==> config.mk <==
export PLATFORM = sky130hd
export DESIGN_NAME = showcase0_result_tx
export DESIGN_NICKNAME = d
export VERILOG_FILES = /design/src/rtl/showcase0_result_tx.sv
export SDC_FILE = /design/constraint.sdc
export NUM_CORES = 1
export LEC_CHECK = 0
export CELL_PAD_IN_SITES_DETAIL_PLACEMENT = 0
export CELL_PAD_IN_SITES_GLOBAL_PLACEMENT = 1
export CORE_MARGIN = 5
export CORE_UTILIZATION = 45
export DETAILED_ROUTE_END_ITERATION = 16
export PLACE_DENSITY_LB_ADDON = 0.1
export SLEW_MARGIN = 40
export SYNTH_ARGS = -nofsm -noshare
export SYNTH_HDL_FRONTEND = slang
export SYNTH_SLANG_ARGS = --single-unit
==> constraint.sdc <==
create_clock -name clk -period 3.8 [get_ports clk]
set_clock_uncertainty 0.15 [all_clocks]
set_input_delay 0.76 -clock clk [delete_from_list [all_inputs] [get_ports clk]]
set_output_delay 0.76 -clock clk [all_outputs]
set_load 0.02 [all_outputs]
==> src/rtl/showcase0_result_tx.sv <==
// ---------------------------------------------------------------------------
// showcase0_result_tx
//   Consumer end of the Showcase0 output interface. On sample_vld the current
//   result inputs are captured as one frame into a small FIFO; frames are then
//   serialized as bytes on a valid/ready stream toward the debug/UART link.
//
//   Frame byte order:
//     HEADER, c[7:0], c[15:8], c[23:16], c[31:24], {f,1'b0,cmp[5:0]},
//     sc_signal, j, k[7:0], k[15:8], k[23:16], k[31:24]
//     [+ XOR of the 12 bytes above when SHOWCASE0_RESULT_TX_CHECKSUM_EN]
//
//   Optional feature macro: SHOWCASE0_RESULT_TX_CHECKSUM_EN
//
// Ports
//   clk, rst_n        clock (posedge), synchronous active-low reset
//   sample_vld        capture c/cmp/sc_signal/j/k/f this cycle
//   c, cmp, sc_signal, j, k, f   Showcase0 result values
//   dout_data/_vld    serialized byte stream, held until dout_rdy
//   dout_rdy          sink accepts byte
//   busy              frame in flight or FIFO non-empty
//   fifo_level        frames stored, excluding the frame in flight
//   drop_cnt          saturating count of samples lost to a full FIFO
// ---------------------------------------------------------------------------
module showcase0_result_tx #(
  parameter int unsigned FIFO_DEPTH = 4,
  parameter logic [7:0]  HEADER     = 8'hA5,
  parameter int unsigned DROP_W     = 8
) (
  input  logic                          clk,
  input  logic                          rst_n,
  input  logic                          sample_vld,
  input  logic [31:0]                   c,
  input  logic [5:0]                    cmp,
  input  logic [7:0]                    sc_signal,
  input  logic [7:0]                    j,
  input  logic [31:0]                   k,
  input  logic                          f,
  output logic [7:0]                    dout_data,
  output logic                          dout_vld,
  input  logic                          dout_rdy,
  output logic                          busy,
  output logic [$clog2(FIFO_DEPTH):0]   fifo_level,
  output logic [DROP_W-1:0]             drop_cnt
);

  localparam int unsigned AW = $clog2(FIFO_DEPTH);
  localparam int unsigned LW = AW + 1;
  localparam logic [3:0]  LAST_IDX = 4'd11;

  typedef struct packed {
    logic        f;
    logic [31:0] k;
    logic [7:0]  j;
    logic [7:0]  sc;
    logic [5:0]  cmp;
    logic [31:0] c;
  } frame_t;

`ifdef SHOWCASE0_RESULT_TX_CHECKSUM_EN
  typedef enum logic [1:0] {IDLE, SEND, CSUM} state_t;
`else
  typedef enum logic [1:0] {IDLE, SEND} state_t;
`endif

  frame_t          mem_q [FIFO_DEPTH];
  logic [AW-1:0]   wr_ptr_q, rd_ptr_q;
  logic [LW-1:0]   level_q, level_d;
  logic [DROP_W-1:0] drop_q;

  state_t          state_q;
  logic [3:0]      idx_q;
  frame_t          frame_q;
  logic [7:0]      dout_data_q;
  logic            dout_vld_q;
`ifdef SHOWCASE0_RESULT_TX_CHECKSUM_EN
  logic [7:0]      csum_q;
`endif

  frame_t          frame_in;
  frame_t          head;
  logic            full, push, pop, hs, frame_done;
  logic [7:0]      next_byte;

  function automatic logic [7:0] frame_byte(input frame_t fr, input logic [3:0] idx);
    logic [7:0] b;
    case (idx)
      4'd0:    b = HEADER;
      4'd1:    b = fr.c[7:0];
      4'd2:    b = fr.c[15:8];
      4'd3:    b = fr.c[23:16];
      4'd4:    b = fr.c[31:24];
      4'd5:    b = {fr.f, 1'b0, fr.cmp};
      4'd6:    b = fr.sc;
      4'd7:    b = fr.j;
      4'd8:    b = fr.k[7:0];
      4'd9:    b = fr.k[15:8];
      4'd10:   b = fr.k[23:16];
      4'd11:   b = fr.k[31:24];
      default: b = 8'h00;
    endcase
    return b;
  endfunction

  always_comb begin
    frame_in   = '{f: f, k: k, j: j, sc: sc_signal, cmp: cmp, c: c};
    head       = mem_q[rd_ptr_q];
    // Full is judged on the registered level: a pop in the same cycle
    // does not make room for a sample arriving while full.
    full       = (level_q == LW'(FIFO_DEPTH));
    push       = sample_vld && !full;
    hs         = dout_vld_q && dout_rdy;
    frame_done = 1'b0;
    case (state_q)
`ifdef SHOWCASE0_RESULT_TX_CHECKSUM_EN
      CSUM:    frame_done = hs;
`else
      SEND:    frame_done = hs && (idx_q == LAST_IDX);
`endif
      default: frame_done = 1'b0;
    endcase
    // Next frame is popped on the last handshake so frames run back to back.
    pop        = (level_q != '0) && ((state_q == IDLE) || frame_done);
    level_d    = level_q;
    if (push && !pop)      level_d = level_q + LW'(1);
    else if (!push && pop) level_d = level_q - LW'(1);
    next_byte  = frame_byte(frame_q, idx_q + 4'd1);
  end

  always_ff @(posedge clk) begin
    if (push) mem_q[wr_ptr_q] <= frame_in;
  end

  always_ff @(posedge clk) begin
    if (!rst_n) begin
      wr_ptr_q <= '0;
      rd_ptr_q <= '0;
      level_q  <= '0;
      drop_q   <= '0;
    end else begin
      if (push) wr_ptr_q <= wr_ptr_q + AW'(1);
      if (pop)  rd_ptr_q <= rd_ptr_q + AW'(1);
      level_q <= level_d;
      if (sample_vld && full && (drop_q != '1)) drop_q <= drop_q + DROP_W'(1);
    end
  end

  always_ff @(posedge clk) begin
    if (!rst_n) begin
      state_q     <= IDLE;
      idx_q       <= '0;
      frame_q     <= '0;
      dout_data_q <= '0;
      dout_vld_q  <= 1'b0;
`ifdef SHOWCASE0_RESULT_TX_CHECKSUM_EN
      csum_q      <= '0;
`endif
    end else begin
      case (state_q)
        IDLE: begin
          if (pop) begin
            state_q     <= SEND;
            idx_q       <= '0;
            frame_q     <= head;
            dout_data_q <= HEADER;
            dout_vld_q  <= 1'b1;
`ifdef SHOWCASE0_RESULT_TX_CHECKSUM_EN
            csum_q      <= HEADER;
`endif
          end
        end
        SEND: begin
          if (hs) begin
            if (idx_q != LAST_IDX) begin
              idx_q       <= idx_q + 4'd1;
              dout_data_q <= next_byte;
`ifdef SHOWCASE0_RESULT_TX_CHECKSUM_EN
              // Checksum accumulates as each byte is loaded, so it already
              // covers all 12 bytes when the last one is accepted.
              csum_q      <= csum_q ^ next_byte;
`endif
            end else begin
`ifdef SHOWCASE0_RESULT_TX_CHECKSUM_EN
              state_q     <= CSUM;
              dout_data_q <= csum_q;
`else
              if (pop) begin
                idx_q       <= '0;
                frame_q     <= head;
                dout_data_q <= HEADER;
              end else begin
                state_q     <= IDLE;
                dout_vld_q  <= 1'b0;
                dout_data_q <= '0;
              end
`endif
            end
          end
        end
`ifdef SHOWCASE0_RESULT_TX_CHECKSUM_EN
        CSUM: begin
          if (hs) begin
            if (pop) begin
              state_q     <= SEND;
              idx_q       <= '0;
              frame_q     <= head;
              dout_data_q <= HEADER;
              csum_q      <= HEADER;
            end else begin
              state_q     <= IDLE;
              dout_vld_q  <= 1'b0;
              dout_data_q <= '0;
            end
          end
        end
`endif
        default: begin
          state_q    <= IDLE;
          dout_vld_q <= 1'b0;
        end
      endcase
    end
  end

  assign dout_data  = dout_data_q;
  assign dout_vld   = dout_vld_q;
  assign busy       = (state_q != IDLE) || (level_q != '0);
  assign fifo_level = level_q;
  assign drop_cnt   = drop_q;

endmodule

== Word level (Yosys, flattened, before mapping) ==
Memory sizes are Yosys's and may differ from the RTL's. A register that Yosys moved wholly into a read port is not among the register bits.
Cells that the tools add are included.

* Flip-flop bits (word level): 117
* Bits in writable memories: 348
* Output and inout bits: 21
* Memories: 1

{| class="wikitable"
|+ Memories
! memory !! depth !! bits a word !! rd ports !! clocked after memory_dff !! wr ports !! RTL line !! source
|-
| mem_q || 4 || 87 || 1 || 1 || 1 || 65 || <nowiki>frame_t mem_q [FIFO_DEPTH];</nowiki>
|}

* $add $sub $neg: 6
* Equality and inequality tests: 20
* Mux-type cells: 31
* Reduce and logical (&&, ||, !) cells: 23

{| class="wikitable"
|+ Operator list
! cell !! number
|-
| $mux 87 || 3
|-
| $pmux 87 s2 || 1
|-
| $pmux 8 s12 || 1
|-
| $mux 8 || 4
|-
| $eq 4x4->1 const B || 5
|-
| $eq 4x3->1 const B || 4
|-
| $pmux 8 s2 || 1
|-
| $mux 2 || 6
|-
| $mux 4 || 3
|-
| $add 8x1->8 const B || 1
|-
| $eq 4x2->1 const B || 2
|-
| $logic_and 1x1->1 || 8
|-
| $ne 2x2->1 const B || 4
|-
| $ne 8x8->1 const B || 1
|-
| $pmux 4 s2 || 1
|-
| $mux 1 || 7
|-
| $mux 3 || 2
|-
| $reduce_and 3->1 || 2
|-
| $reduce_bool 2->1 || 3
|-
| $add 2x1->2 const B || 2
|-
| $add 4x1->4 const B || 1
|-
| $eq 4x1->1 const B || 1
|-
| $logic_not 4->1 || 1
|-
| $ne 4x4->1 const B || 1
|-
| other kinds (12) || 15
|}

== Longest topological paths before layout ==
* Word-level depth: 9
* Depth in mapped cells: 12
* Depth with buffers taken out: 10

== Worst setup path before layout ==
No wires, ideal clock.

* Path kind: input to register
* Start point: input sample_vld
* End point: memory mem_q[2][0] (netlist bit), enable pin
* Setup time: 0.455 ns
* Arrival: 3.225 ns
* Data required time: 3.195 ns
* Slack: -0.030 ns
* Stages on the path: 2
* Cell sequence: a21boi_1 -> and2_1

* Longest elaborated chain between the ends: 3

{| class="wikitable"
|+ Ends and longest elaborated chain
! item !! RTL line !! source
|-
| start, declared || 31 || <nowiki>input logic sample_vld,</nowiki>
|-
| $logic_and 1x1->1 || 110 || <nowiki>push = sample_vld && !full;</nowiki>
|-
| $mux 1 || 130 || <nowiki>if (push) mem_q[wr_ptr_q] <= frame_in;</nowiki>
|-
| $mux 1 (not written as such) || 130 ||
|-
| end, declared || 65 ||
|}

No other way between the ends.

== Worst setup path after layout ==
* Start point: register level_q[0], in the netlist fifo_level[0]
* End point: output busy

* Longest elaborated chain between the ends: 2

{| class="wikitable"
|+ Ends and longest elaborated chain
! item !! RTL line !! source
|-
| start, declared || 67 || <nowiki>logic [LW-1:0] level_q, level_d;</nowiki>
|-
| start signal, assigned || 142 || <nowiki>level_q <= level_d;</nowiki>
|-
| $reduce_bool 3->1 || 226 || <nowiki>assign busy = (state_q != IDLE) || (level_q != '0);</nowiki>
|-
| $logic_or 1x1->1 || 226 ||
|-
| end, declared || 41 || <nowiki>output logic busy,</nowiki>
|}

No other way between the ends.

==> summary.md <==
The critical path is of the flop to output port type. The number of nets in the synthesized netlist is 1,321. The longest clock path from root to sink contains 3 buffers. The flop-to-flop setup slack is 0.94 ns, and the number of port buffers is 111.

The floorplan step defined a core boundary enclosing 0.0407 mm^2. The logs give 74 for the number of rows created at floorplan and 31.1% for the clock share of power. The clock period minus final worst setup slack works out to 3.15 ns. The root buffer cell was sky130_fd_sc_hd__clkbuf_16. The run gives 14.7 mW as the total power after layout. Of the post-synthesis cell area, the part taken by muxes is 11.5%. The number of CTS-inserted buffers was 49.

The number of violations reported at the end of detailed-routing iteration 0 is 779, and the number of enable-type register cells in the synthesized netlist is 348. The finished layout holds 1,892 standard cells, fillers aside. The tools report the maximum resistive drop on vdd as 0.438 mV.

Using the TritonRoute via totals, the vias-per-cell ratio works out to 5.62. The number of antenna diodes in the final layout is 0. The synthesized design contains 465 register bits.

The number of setup buffers added after CTS is 0. The floorplan step set the die width to 213 um. The tools report the end of the worst register-to-register path as fifo_level[2]$_SDFFE_PN0P_. For this run, the top clock speed supported by timing is 317 MHz. The tools report the count of yosys warnings during synthesis as 0.

The internal portion of total power is 10.5 mW. The synthesized-area fraction occupied by and/or/nand/nor cells came out at 7.28%. Net switching is 28.9% of the power.

The number of cells on the critical path was 3. Hold repair after CTS inserted 0 buffers. Once the floorplan was initialized, standard cells occupied 45.5% of the core.

The synthesized-area fraction occupied by xor and xnor cells was 0.614%; the final total negative setup slack was 0 ns. At the end of routability-driven placement, the weighted congestion stood at 0.923. For the count of unique library cells instantiated by Yosys, the log shows 71. The total instance count after detailed placement was 1,807; the critical path arrival was 2.24 ns. For the relative max-transition margin, the log shows 48.9%. Kind of cell adding the most delay to the critical path: simple AND/OR/NAND/NOR gates.

Worst setup path startpoint: fifo_level[0]$_SDFFE_PN0P_. The height of the die came out at 213 um. For this design the total switching power over the nets is 4.26 mW. The routed layout has 10,600 vias. On the worst path, the slowest cell contributes a delay of 0.61 ns.

The run gives 6.95 nW as the total leakage power. The tools report the pin count of the biggest net entering global routing as 90. After clock tree synthesis, the clock-pin slew on the worst setup and hold paths is 0.06 ns. The worst setup path is captured at an output port.

The tools report the final HPWL from detailed placement as 27,500 um. The buffer and inverter count on the worst path was 1. The routed design has 43,200 um of wire. Data on the critical path is required at its endpoint by 2.89 ns. Pin placement for this block handled 112 I/O pins. The combinational share of power was 22.2%; the sequential power share was 46.7%. The post-CTS resize count was 0. Summing the sequential cell areas from Yosys gives 69.0% of the chip area. The layout has 3,381 filler cells. The reg-to-reg critical path startpoint was idx_q[1]$_SDFFE_PN0P_.

TritonCTS built the clock tree. The worst hold path belongs to the class flop to flop. The number of instances on the worst hold path is 2. The clock net in this run drives a total of 465 sinks. The tools report the critical path endpoint as busy. Each instance of the synthesized netlist takes up on average 15.2 um^2. Summing the areas of all compound-gate instances in the mapped netlist gives 8.66% of the synthesized area. Library cell contributing the largest single delay on the critical path: sky130_fd_sc_hd__nor3_1.

The pre-antenna-repair detailed-routing pass consisted of 5 iterations. The worst setup path is launched from a flop. The multi-input combinational cells in the finished layout cover a total of 0.00538 mm^2. Power spread over the standard cell area amounts to 674 mW/mm^2. In the synthesized netlist the dominant register cell turns out to be sky130_fd_sc_hd__edfxtp_1. The run gives 2 as the maximum level of the CTS H-tree. Synthesis produced 1,218 cells. The area growth from synthesis to layout is 17.8%. The slew at the pin closest to its max-slew limit is 0.766 ns, and the number of antenna violations at the first check in global routing is 1. The run gives 0.0185 mm^2 as the cell area after synthesis.

Of all flip-flops after synthesis, the portion carrying an async set or reset was 0%. The number of endpoints with negative hold slack in the final report is 0. The worst path uses 82.9% of the clock period. The count of nets left with antenna violations once routing finished came out at 0.

Of the cells placed in the final design, the portion with a size suffix greater than 1 is 15.3%. For the total track usage, the log shows 19.2%. The maximum fanout count along the critical path was 7; the fraction of the mapped netlist area in adder cells was 0.851%.

The count of cells along the worst register-to-register path is 10, and the number of max-capacitance violations reported is 0. The via count of the first global-routing pass was 10,900. After detailed routing, the average wire length per cell comes to 22.8 um. Setup repair after global routing left no endpoint under its margin. The signal on the critical path passes through nor3_1, nand2b_1, clkdlybuf4s50_1.

The die covers 0.0453 mm^2. The max-slew violation total from the final report was 0. The final layout contains 1,429 nets.

The first global-routing pass estimated 66,500 um of wire. The core occupancy in the finished layout came out at 53.6%. After global routing the overflow that remains totals 0. By area, the combinational part of the netlist is dominated by multiplexers. Setup violations remaining at the end of the flow were counted as 0.

The clock latency on the worst-skew pair was 0.57 ns. The flow ran to the end, and the final reports show no timing, DRC or antenna violations. Summing all flip-flop and latch instances after layout gives 0.0128 mm^2. After detailed routing, the number of remaining DRC violations is 0.
-- layout by cell type, fill, tap and decap left out, drive strengths merged, types with 11 or more instances in the layout --
cell	synthesis	routed
a22oi	22	22
clkdlybuf4s50	0	110
edfxtp	348	348
dfxtp	117	117
mux4	87	87
clkinv	3	17
o21ai	25	25
a21boi	58	58
nor2	19	19
ha	11	11
and2	14	14
buf	32	29
nand2	205	205
nand3	22	22
clkbuf	50	64
a21oi	54	54
-- logic make-up after synthesis --
| kind of cell | count (synthesis) |
|---|---|
| compound gates | 227 |
| flops | 465 |
| xor+xnor | 13 |
| fa+ha+maj | 12 |
| simple gates | 306 |
| buf+inv | 92 |
| mux | 103 |
-- state kept, by name (all words and copies together) (netlist names), named ones only --
| register | cells |
|---|---|
| rd_ptr_q | 2 |
| idx_q | 4 |
| dout_vld | 1 |
| frame_q | 87 |
| wr_ptr_q | 2 |
| mem_q | 348 |
| drop_cnt | 8 |
| dout_data | 8 |
| fifo_level | 3 |
-- tightest hold or removal path, stage by stage, from the launching register on --
cell and delay [ns]:
sky130_fd_sc_hd__dfxtp_1 0.31, sky130_fd_sc_hd__nand2_1 0.05, sky130_fd_sc_hd__a21oi_1 0.05
-- cell type report --
class / instances / share of cell area [%]
flip-flops and latches: 465 / 58.7
clock buffers: 64 / 5.92
well taps: 532 / 3.05
inverters: 10 / 0.172
repair buffers: 139 / 6.51
clock inverters: 21 / 1.05
multi-input cells: 661 / 24.6
-- through the flow --
stage | cell area (um^2) | worst slack (ns) | hold WS (ns)
2_1_floorplan | 18500 | 0.910 | 0.282
5_1_grt | 21800 | 0.448 | 0.339
3_3_place_gp | 20300 | 0.765 | 0.298
6_report | 21800 | 0.650 | 0.309
4_1_cts | 21800 | 0.616 | 0.309
3_5_place_dp | 20300 | 0.684 | 0.301
-- Yosys cell counts, types with 7 or more instances --
cell type,number,area share (%)
sky130_fd_sc_hd__dfxtp_1,117,13
sky130_fd_sc_hd__ha_1,11,0.74
sky130_fd_sc_hd__a311oi_1,8,0.38
sky130_fd_sc_hd__mux2i_1,8,0.43
sky130_fd_sc_hd__edfxtp_1,348,56
sky130_fd_sc_hd__buf_2,24,0.65
sky130_fd_sc_hd__xnor2_1,7,0.33
sky130_fd_sc_hd__a21boi_0,56,2.3
sky130_fd_sc_hd__mux4_2,87,11
sky130_fd_sc_hd__and2_1,14,0.47
sky130_fd_sc_hd__mux2_2,7,0.43
sky130_fd_sc_hd__a22oi_1,22,0.89
sky130_fd_sc_hd__nor2_1,19,0.38
sky130_fd_sc_hd__a21oi_1,53,1.4
sky130_fd_sc_hd__o21ai_0,24,0.65
sky130_fd_sc_hd__nand3_1,22,0.59
sky130_fd_sc_hd__clkbuf_1,50,1.0
sky130_fd_sc_hd__nand2_1,204,4.1
-- per-layer routing --
layer | wire (um) | up-vias | global-route usage (%)
met1 | 19800 | 5354 | 28.2
li1 | - | 4918 | -
met2 | 20100 | 294 | 29.8
met3 | 2120 | 73 | 2.98
met5 | 13 | - | 0
met4 | 1120 | 2 | 6.27
-- how the worst min path moves through the flow --
| stage | start | end | slack [ns] |
|---|---|---|---|
| after global routing | frame_q[80]$_SDFFE_PN0P_ | frame_q[80]$_SDFFE_PN0P_ | 0.34 |
| after floorplan | frame_q[70]$_SDFFE_PN0P_ | frame_q[70]$_SDFFE_PN0P_ | 0.28 |
| after detailed placement | frame_q[80]$_SDFFE_PN0P_ | frame_q[80]$_SDFFE_PN0P_ | 0.30 |
| after CTS | frame_q[80]$_SDFFE_PN0P_ | frame_q[80]$_SDFFE_PN0P_ | 0.31 |
| final | frame_q[76]$_SDFFE_PN0P_ | frame_q[76]$_SDFFE_PN0P_ | 0.31 |
| after global placement | frame_q[80]$_SDFFE_PN0P_ | frame_q[80]$_SDFFE_PN0P_ | 0.30 |
-- power groups by stage --
stage                     clock network [mW]  registers [mW]  logic, mW
final                                   4.58            6.86       3.27
after global routing                    4.94            6.95       3.63
after CTS                               4.70            6.88       3.37
after detailed placement                   0            6.98       3.36
after global placement                     0            7.00       3.30
after floorplan                            0            6.65       2.36
Note: power is estimated with default switching activity, not from simulation.
